[src/rtl/led_scan_pkg.sv]
// Purpose : shared types and constants for the seven-segment scan multiplexer.
// Latency : n/a (package only).
// Backpressure: n/a; the display consumes every cycle.
package led_scan_pkg;

    typedef enum logic {GUARD = 1'b0, SHOW = 1'b1} scan_state_t;

    localparam int NUM_DIGITS = 4;
    localparam logic [7:0] SSEG_OFF = 8'hFF;

    // Select one of the four digit patterns by index.
    function automatic logic [7:0] pick_digit(input logic [1:0] idx,
                                              input logic [7:0] d0,
                                              input logic [7:0] d1,
                                              input logic [7:0] d2,
                                              input logic [7:0] d3);
        logic [7:0] res;
        case (idx)
            2'd0:    res = d0;
            2'd1:    res = d1;
            2'd2:    res = d2;
            default: res = d3;
        endcase
        return res;
    endfunction

endpackage

[src/rtl/scan_prescaler.sv]
// Purpose : N-bit free-running counter with synchronous clear and terminal count.
// Latency : count updates one cycle after clear/increment; tc is combinational on count.
// Backpressure: none; counts every cycle unless cleared.
// Ports: clk, clear (sync, wins over increment), tc (high when count is all ones).
module scan_prescaler #(
    parameter int N = 18
) (
    input  logic clk,
    input  logic clear,
    output logic tc
);

    localparam logic [N-1:0] ONE = 1;

    logic [N-1:0] count;

    always_ff @(posedge clk) begin
        if (clear) begin
            count <= '0;
        end else begin
            count <= count + ONE;
        end
    end

    assign tc = &count;

endmodule

[src/rtl/led_scan_mux.sv]
// Purpose : time-multiplexed scanner for a 4-digit seven-segment display with
//           guard blanking between digits.
// Latency : one register stage from in0..in3 (and blank_mask) to sseg/digit_en.
// Backpressure: none; free-running scan.
// Ports: clk, reset (sync, active-high), in0..in3 (active-low patterns {dp,g..a}),
//        blank_mask (only when LED_SCAN_BLANK_EN is defined), digit_sel, digit_en,
//        sseg (active-low), frame_tick (first SHOW cycle of digit 0).
// Optional feature macro: LED_SCAN_BLANK_EN adds per-digit blanking via blank_mask.
module led_scan_mux
    import led_scan_pkg::*;
#(
    parameter int N            = 18,
    parameter int GUARD_CYCLES = 4
) (
    input  logic       clk,
    input  logic       reset,
    input  logic [7:0] in0,
    input  logic [7:0] in1,
    input  logic [7:0] in2,
    input  logic [7:0] in3,
`ifdef LED_SCAN_BLANK_EN
    input  logic [3:0] blank_mask,
`endif
    output logic [1:0] digit_sel,
    output logic       digit_en,
    output logic [7:0] sseg,
    output logic       frame_tick
);

    // Guard counter needs at least one bit even when GUARD_CYCLES is 1.
    localparam int GW = (GUARD_CYCLES > 1) ? $clog2(GUARD_CYCLES) : 1;
    localparam logic [GW-1:0] GUARD_LAST = GW'(GUARD_CYCLES - 1);
    localparam logic [GW-1:0] GUARD_ONE  = 1;

    scan_state_t   state;
    logic [GW-1:0] guard_cnt;
    logic [1:0]    next_idx;
    logic          guard_done;
    logic          show_tc;
    logic [7:0]    cur_pat;
    logic [7:0]    next_pat;
    logic          cur_blank;
    logic          next_blank;

    assign guard_done = (state == GUARD) && (guard_cnt == GUARD_LAST);

    // The prescaler runs freely; it only matters in SHOW, and it is zeroed on
    // the edge that enters SHOW so each slot lasts exactly 2^N cycles.
    scan_prescaler #(.N(N)) u_prescaler (
        .clk   (clk),
        .clear (reset | guard_done),
        .tc    (show_tc)
    );

    always_comb begin
        cur_pat  = pick_digit(digit_sel, in0, in1, in2, in3);
        next_pat = pick_digit(next_idx,  in0, in1, in2, in3);
`ifdef LED_SCAN_BLANK_EN
        cur_blank  = blank_mask[digit_sel];
        next_blank = blank_mask[next_idx];
`else
        cur_blank  = 1'b0;
        next_blank = 1'b0;
`endif
    end

    always_ff @(posedge clk) begin
        if (reset) begin
            state      <= GUARD;
            guard_cnt  <= '0;
            next_idx   <= 2'd0;
            digit_sel  <= 2'd0;
            digit_en   <= 1'b0;
            sseg       <= SSEG_OFF;
            frame_tick <= 1'b0;
        end else begin
            frame_tick <= 1'b0;
            case (state)
                GUARD: begin
                    if (guard_done) begin
                        state      <= SHOW;
                        digit_sel  <= next_idx;
                        next_idx   <= next_idx + 2'd1;
                        digit_en   <= ~next_blank;
                        sseg       <= next_blank ? SSEG_OFF : next_pat;
                        frame_tick <= (next_idx == 2'd0);
                    end else begin
                        guard_cnt <= guard_cnt + GUARD_ONE;
                    end
                end
                SHOW: begin
                    if (show_tc) begin
                        // digit_en and sseg drop on the same edge; digit_sel
                        // holds until the next GUARD->SHOW.
                        state     <= GUARD;
                        guard_cnt <= '0;
                        digit_en  <= 1'b0;
                        sseg      <= SSEG_OFF;
                    end else begin
                        // Re-sample live inputs so pattern edits show next cycle.
                        digit_en <= ~cur_blank;
                        sseg     <= cur_blank ? SSEG_OFF : cur_pat;
                    end
                end
                default: begin
                    state <= GUARD;
                end
            endcase
        end
    end

endmodule

[config.mk]
export PLATFORM = sky130hd
export DESIGN_NAME = led_scan_mux
export DESIGN_NICKNAME = d
export VERILOG_FILES = /design/src/rtl/led_scan_pkg.sv /design/src/rtl/scan_prescaler.sv /design/src/rtl/led_scan_mux.sv
export SDC_FILE = /design/constraint.sdc
export NUM_CORES = 1
export LEC_CHECK = 0
export CAP_MARGIN = 40
export CORE_MARGIN = 2
export CORE_UTILIZATION = 35
export DETAILED_ROUTE_END_ITERATION = 8
export GPL_ROUTABILITY_DRIVEN = 0
export PLACE_DENSITY = 0.68
export SYNTH_ARGS = -nofsm -noshare
export SYNTH_HDL_FRONTEND = slang
export SYNTH_HIERARCHICAL = 1
export SYNTH_SLANG_ARGS = --single-unit
export TNS_END_PERCENT = 50
[constraint.sdc]
create_clock -name clk -period 1.9 [get_ports clk]
set_clock_uncertainty 0.2 [all_clocks]
set_input_delay 0.38 -clock clk [delete_from_list [all_inputs] [get_ports clk]]
set_output_delay 0.38 -clock clk [all_outputs]
set_load 0.02 [all_outputs]
# Word level (Yosys, flattened, before mapping)
# Cells that the tools add are included.
[word_totals] reg_bits=35 in_bits=34 out_inout_bits=12 wordCells=42
[op_classes] addsub=3 n_eq_ne=8 mux=13 bitwise=3 reduce_logical=7
[op_table] op="case mux 8 bit (3 select lines)" count=2
[op_table] op="adder 18 x 1 -> 18 bit, second input constant" count=1
[op_table] op="AND reduction 18 bit" count=1
[op_table] op="2-to-1 mux 8 bit" count=2
[op_table] op="case mux 8 bit (2 select lines)" count=1
[op_table] op="== test 2 bit, second input constant" count=3
[op_table] op="adder 2 x 1 -> 2 bit, second input constant" count=2
[op_table] op="== test 2 x 1 -> 1 bit, second input constant" count=2
[op_table] op="zero test 2 bit" count=2
[op_table] op="2-to-1 mux 2 bit" count=2
[op_table] op="inequality test 2 bit, second input constant" count=2
[op_table] op="case mux 1 bit (2 select lines)" count=2
[op_table] op="case mux 2 bit (2 select lines)" count=1
[op_table] op="AND reduction 2 bit" count=2
[op_table] op="2-to-1 mux 1 bit" count=3
[op_table] op="OR reduction 3 bit" count=1
[op_table] op="inequality test 2 x 1 -> 1 bit, second input constant" count=1
[op_table] op="NOT 1 bit" count=2
[op_table] op="logical AND 1 bit" count=1
[op_table] op="OR 1 bit" count=1

# Longest topological paths before layout
[logic_depth] ltp_word=4 mapped_depth=7 depth_no_buf=7

# Modules after synthesis
# Netlist, hierarchy kept.
[by_module_without_submodules] mod="led_scan_mux" instances=1 cells_per_inst=134 area_each_um2=1229.9 seq_area_each_um2=340.3
[by_module_without_submodules] mod="scan_prescaler" instances=1 cells_per_inst=88 area_each_um2=790.8 seq_area_each_um2=360.3

# Worst setup path before layout
# No wires, ideal clock.
[synth_path] path_type="reg2reg" from="register guard_cnt[0]" to="register u_prescaler.count[11]" arrival_time_ps=1509 t_required_ps=1572 setup_slack_ps=63 stages_incl_launch_ff=8 n_path_buf=3 synth_period_minus_slack_ps=1837 cell_sequence="dfxtp_1 > ha_1 > nand2b_4 > buf_6 > nand2b_1 > clkbuf_1 > clkbuf_1 > nor2_1"
[synth_via] elab_chain_cells=3
[synth_rtl] element="from (decl)" line_no="led_scan_mux.sv:36" text="logic [GW-1:0] guard_cnt;"
[synth_rtl] element="from (signal assigned)" line_no="led_scan_mux.sv:88" text="guard_cnt <= guard_cnt + GUARD_ONE;"
[synth_rtl] element="== test 2 bit" line_no="led_scan_mux.sv:45" text="assign guard_done = (state == GUARD) && (guard_cnt == GUARD_LAST);"
[synth_rtl] element="logical AND 1 bit" line_no="led_scan_mux.sv:45"
[synth_rtl] element="OR 1 bit" line_no="led_scan_mux.sv:51" text=".clear (reset | guard_done),"
[synth_rtl] element="to (signal assigned)" line_no="scan_prescaler.sv:21" text="count <= count + ONE;"
[synth_rtl] element="to (decl)" line_no="scan_prescaler.sv:15" text="logic [N-1:0] count;"
# No other way between the ends.
# A chain may end at the register's enable or synchronous reset.

# Final worst setup path
[layout_path] from="register digit_sel[1]" to="output port digit_sel[1]"
[layout_rtl] element="from (decl)" line_no="led_scan_mux.sv:24" text="output logic [1:0] digit_sel,"
[layout_rtl] element="from (signal assigned)" line_no="led_scan_mux.sv:82" text="digit_sel <= next_idx;"
# No word-level cell between the ends.

==> impl_results.md <==
- Status: finished, final reports clean
- Initial antenna violation count: 0
- Maxcap violations: 0
- Period utilisation layout: 0.971
- Commonest non-fill, non-tap cell in the layout: clkdlybuf4s50_1
- First-pass GRT wire length: between 8 and 9 mm
- Clk_lat worst skew: 290 ps
- Die Y: 80.0 um
- Synth area leader: dfxtp_1
- Worst R2R Setup Slack: 160 ps
- Highest metal used: met4
- WL met3: 202 um
- Die W: 80.0 um
- GRT Overall Usage: 0.163
- Crit Path Class: flip-flop to output pin
- Number of synthesized register bits: 35
- Reg2reg start: next_idx[0]$_SDFFE_PP0P_
- Area Overhead vs Synth: 35.7%
- Hold_buf cts: 0
- Hold Crit Endpoint: sseg[0]$_SDFFE_PP1P_
- Slew margin rel.: 0.752
- Nets: 319
- Seq. cell area: roughly 700 um^2
- CP required: roughly 1300 ps
- Achievable frequency: between 500 and 600 MHz
- Share of cells above drive strength 1: 0.200
- DRT iter0 DRCs: 49
- Sink Count: 35
- Final hold viol count: 0
- H-Tree Depth: 2
- Total grt overflow: 0
- Total CTS buffers: 5
- CTS tree: yes
- Vias/cell: 5.13
- First-pass iteration count of the detailed router: 4
- Drt wl/cell: between 10 and 15 um
- Async set-or-reset flop fraction in the synthesized netlist: 0
- Crit end category: output pin
- P_leak: 0.00105 uW
- Setup ws final: ~55 ps
- Via count: roughly 1800
- Full die area: 6400 um^2
- Placeable Area: ~5500 um^2
- Antenna viol nets, final: 0
- Setup TNS Final: 0 ps
- Pre-CTS setup slack: -1.81 ps
- Critical path buffer and inverter count: 1
- Max-slew violation count: 0
- Starting density of the core: 0.365
- Post-Synthesis Cells: 222
- CP Max Fanout: 2
- Ant. Diodes: 0
- Unrepaired setup endpoints after global routing: true
- Setup violations, final: 0
- Commonest non-fill, non-tap cells in the layout: 43 x clkdlybuf4s50_1, 35 x dfxtp_1, 30 x a21oi_1
- Arr. time, crit path: 1270 ps
- Met2 wire len: 2.31 mm
- WHS: between 200 and 300 ps
- Slowest CP cell: clkdlybuf4s50_1
- Multi-input logic area: approximately 1200 um^2
- PD cells: 884 nW/um^2
- Number of cells on the critical path: 1
- I/O Buffers: 45
- Pin count of the biggest net entering global routing: 15
- Largest stage delay, worst path: about 630 ps
- Hold Crit Class: flip-flop to flip-flop
- Boundary pin count: 46
- Final wirelength: 4.72 mm
- Post-synth EDFFs: 0
- Top-area cell type share of the netlist area: 0.347
- Crit Reg-Reg Endpoint: sseg[1]$_SDFFE_PP1P_
- Site Rows: 27
- Root Driver: clkbuf_8
- Hold Crit Start: sseg[0]$_SDFFE_PP1P_
- Dominant cells by area after synthesis: dfxtp_1 35%, a21oi_1 7.4%, xnor2_1 4.8%
- Filler cell count: approximately 540
- Worst VDD drop: 0.393 mV
- Clock Pin Slew Worst Setup and Hold Paths: ~80 ps
- Cell area after synthesis: 2020 um^2
- DRT met1 WL: 2.15 mm
- Worst path top cell family by delay: buffers and inverters
- Ys Warns: 6
- Syn_area_per_cell: approximately 9.1 um^2
- Syn_nets: 262
- Hold Path Cell Cnt: 2
- Post-CTS Setup Inserts: 0
- Worst slew pin tran: 372 ps
- Vias in the first global route: 1816
- Clk buf depth: 2
- Final core utilization: 0.495
- CP Launch Type: flip-flop
- # DRC: 0
- Seq/Total Area, Yosys: 0.347
- Synth cell types: 42
- Register-to-Register Path Depth: 5
- Ys flop type: dfxtp_1
- Post-route minimum period: 1850 ps
- HPWL after DPL: ~3.6 mm
- CP cell instances: clkdlybuf4s50_1
## power by group
group / total [uW] / internal [uW] / switching [uW]
clock: 698 / 398 / 300
sequential: 925 / 845 / 79.2
combinational: 801 / 403 / 398
total: 2420 / 1650 / 778
## cells in the mapped netlist, drive strengths merged (5+ instances only)
cell type  number
inv            14
nor2           21
nand3           9
nand2b          5
a22oi           8
mux2            9
xnor2          11
buf             8
nand2          15
nor3            5
a221o           8
ha              6
a21oi          32
dfxtp          35
## worst register-to-register path, stage by stage, from the launching register on
cell      delay, ps
dfxtp_1         440
inv_1           100
ha_1            340
a22oi_1         270
a221o_1         200
o211ai_1         80
## logic make-up (layout without fill, tap and decap cells)
group	count (synthesis)	count (layout)	synth area share
xor+xnor	12	12	0.0520
simple gates	71	71	0.198
compound gates	59	59	0.196
mux	13	13	0.104
buf+inv	26	84	0.0662
flops	35	35	0.347
fa+ha+maj	6	6	0.0372
## registers in the layout, summed over array words and instances, names as in the netlist
name / count
guard_cnt: 2
next_idx: 2
frame_tick: 1
state: 1
sseg: 8
u_prescaler/count: 18
digit_sel: 2
digit_en: 1
## per-layer routing
layer,vias up,track usage
met4,0,0.0627
met3,4,0.0486
met5,-,0
met2,52,0.274
li1,912,-
met1,839,0.195
## per-stage QoR
| step | total power (uW) | std cells | instance area [um^2] |
|---|---|---|---|
| 2_1_floorplan | 1400 | 222 | 2020 |
| 3_3_place_gp | 1730 | 344 | 2610 |
| 3_5_place_dp | 1740 | 344 | 2610 |
| 4_1_cts | 2450 | 352 | 2730 |
| 5_1_grt | 2580 | 352 | 2740 |
| 6_report | 2420 | 352 | 2740 |
## area by class of cell
cell class / instances / share of cell area
Timing Repair Buffer: 62 / 0.213
Multi-Input combinational cell: 161 / 0.437
Sequential cell: 35 / 0.256
Clock buffer: 5 / 0.0251
Clock inverter: 3 / 0.0173
Tap cell: 72 / 0.0329
Inverter: 14 / 0.0192
## repair_timing
action / in CTS / in global routing
pin swaps: 0 / 1
resized for setup: 1 / 4
hold endpoints to repair: 0 / 0
setup endpoints to repair: 2 / 14
## how the worst max path moves through the flow
stage,start,to
finish,digit_sel[1]$_SDFFE_PP0P_,digit_sel[1]
global route,u_prescaler/count[1]$_SDFF_PP0_,sseg[0]$_SDFFE_PP1P_
CTS,digit_en$_SDFFE_PP0P_,digit_en
detailed placement,u_prescaler/count[1]$_SDFF_PP0_,guard_cnt[1]$_SDFFE_PP0P_
global placement,reset,sseg[4]$_SDFFE_PP1P_
floorplan,guard_cnt[0]$_SDFFE_PP0P_,u_prescaler/count[11]$_SDFF_PP0_
No activity file was read; power rests on OpenSTA's default activity.
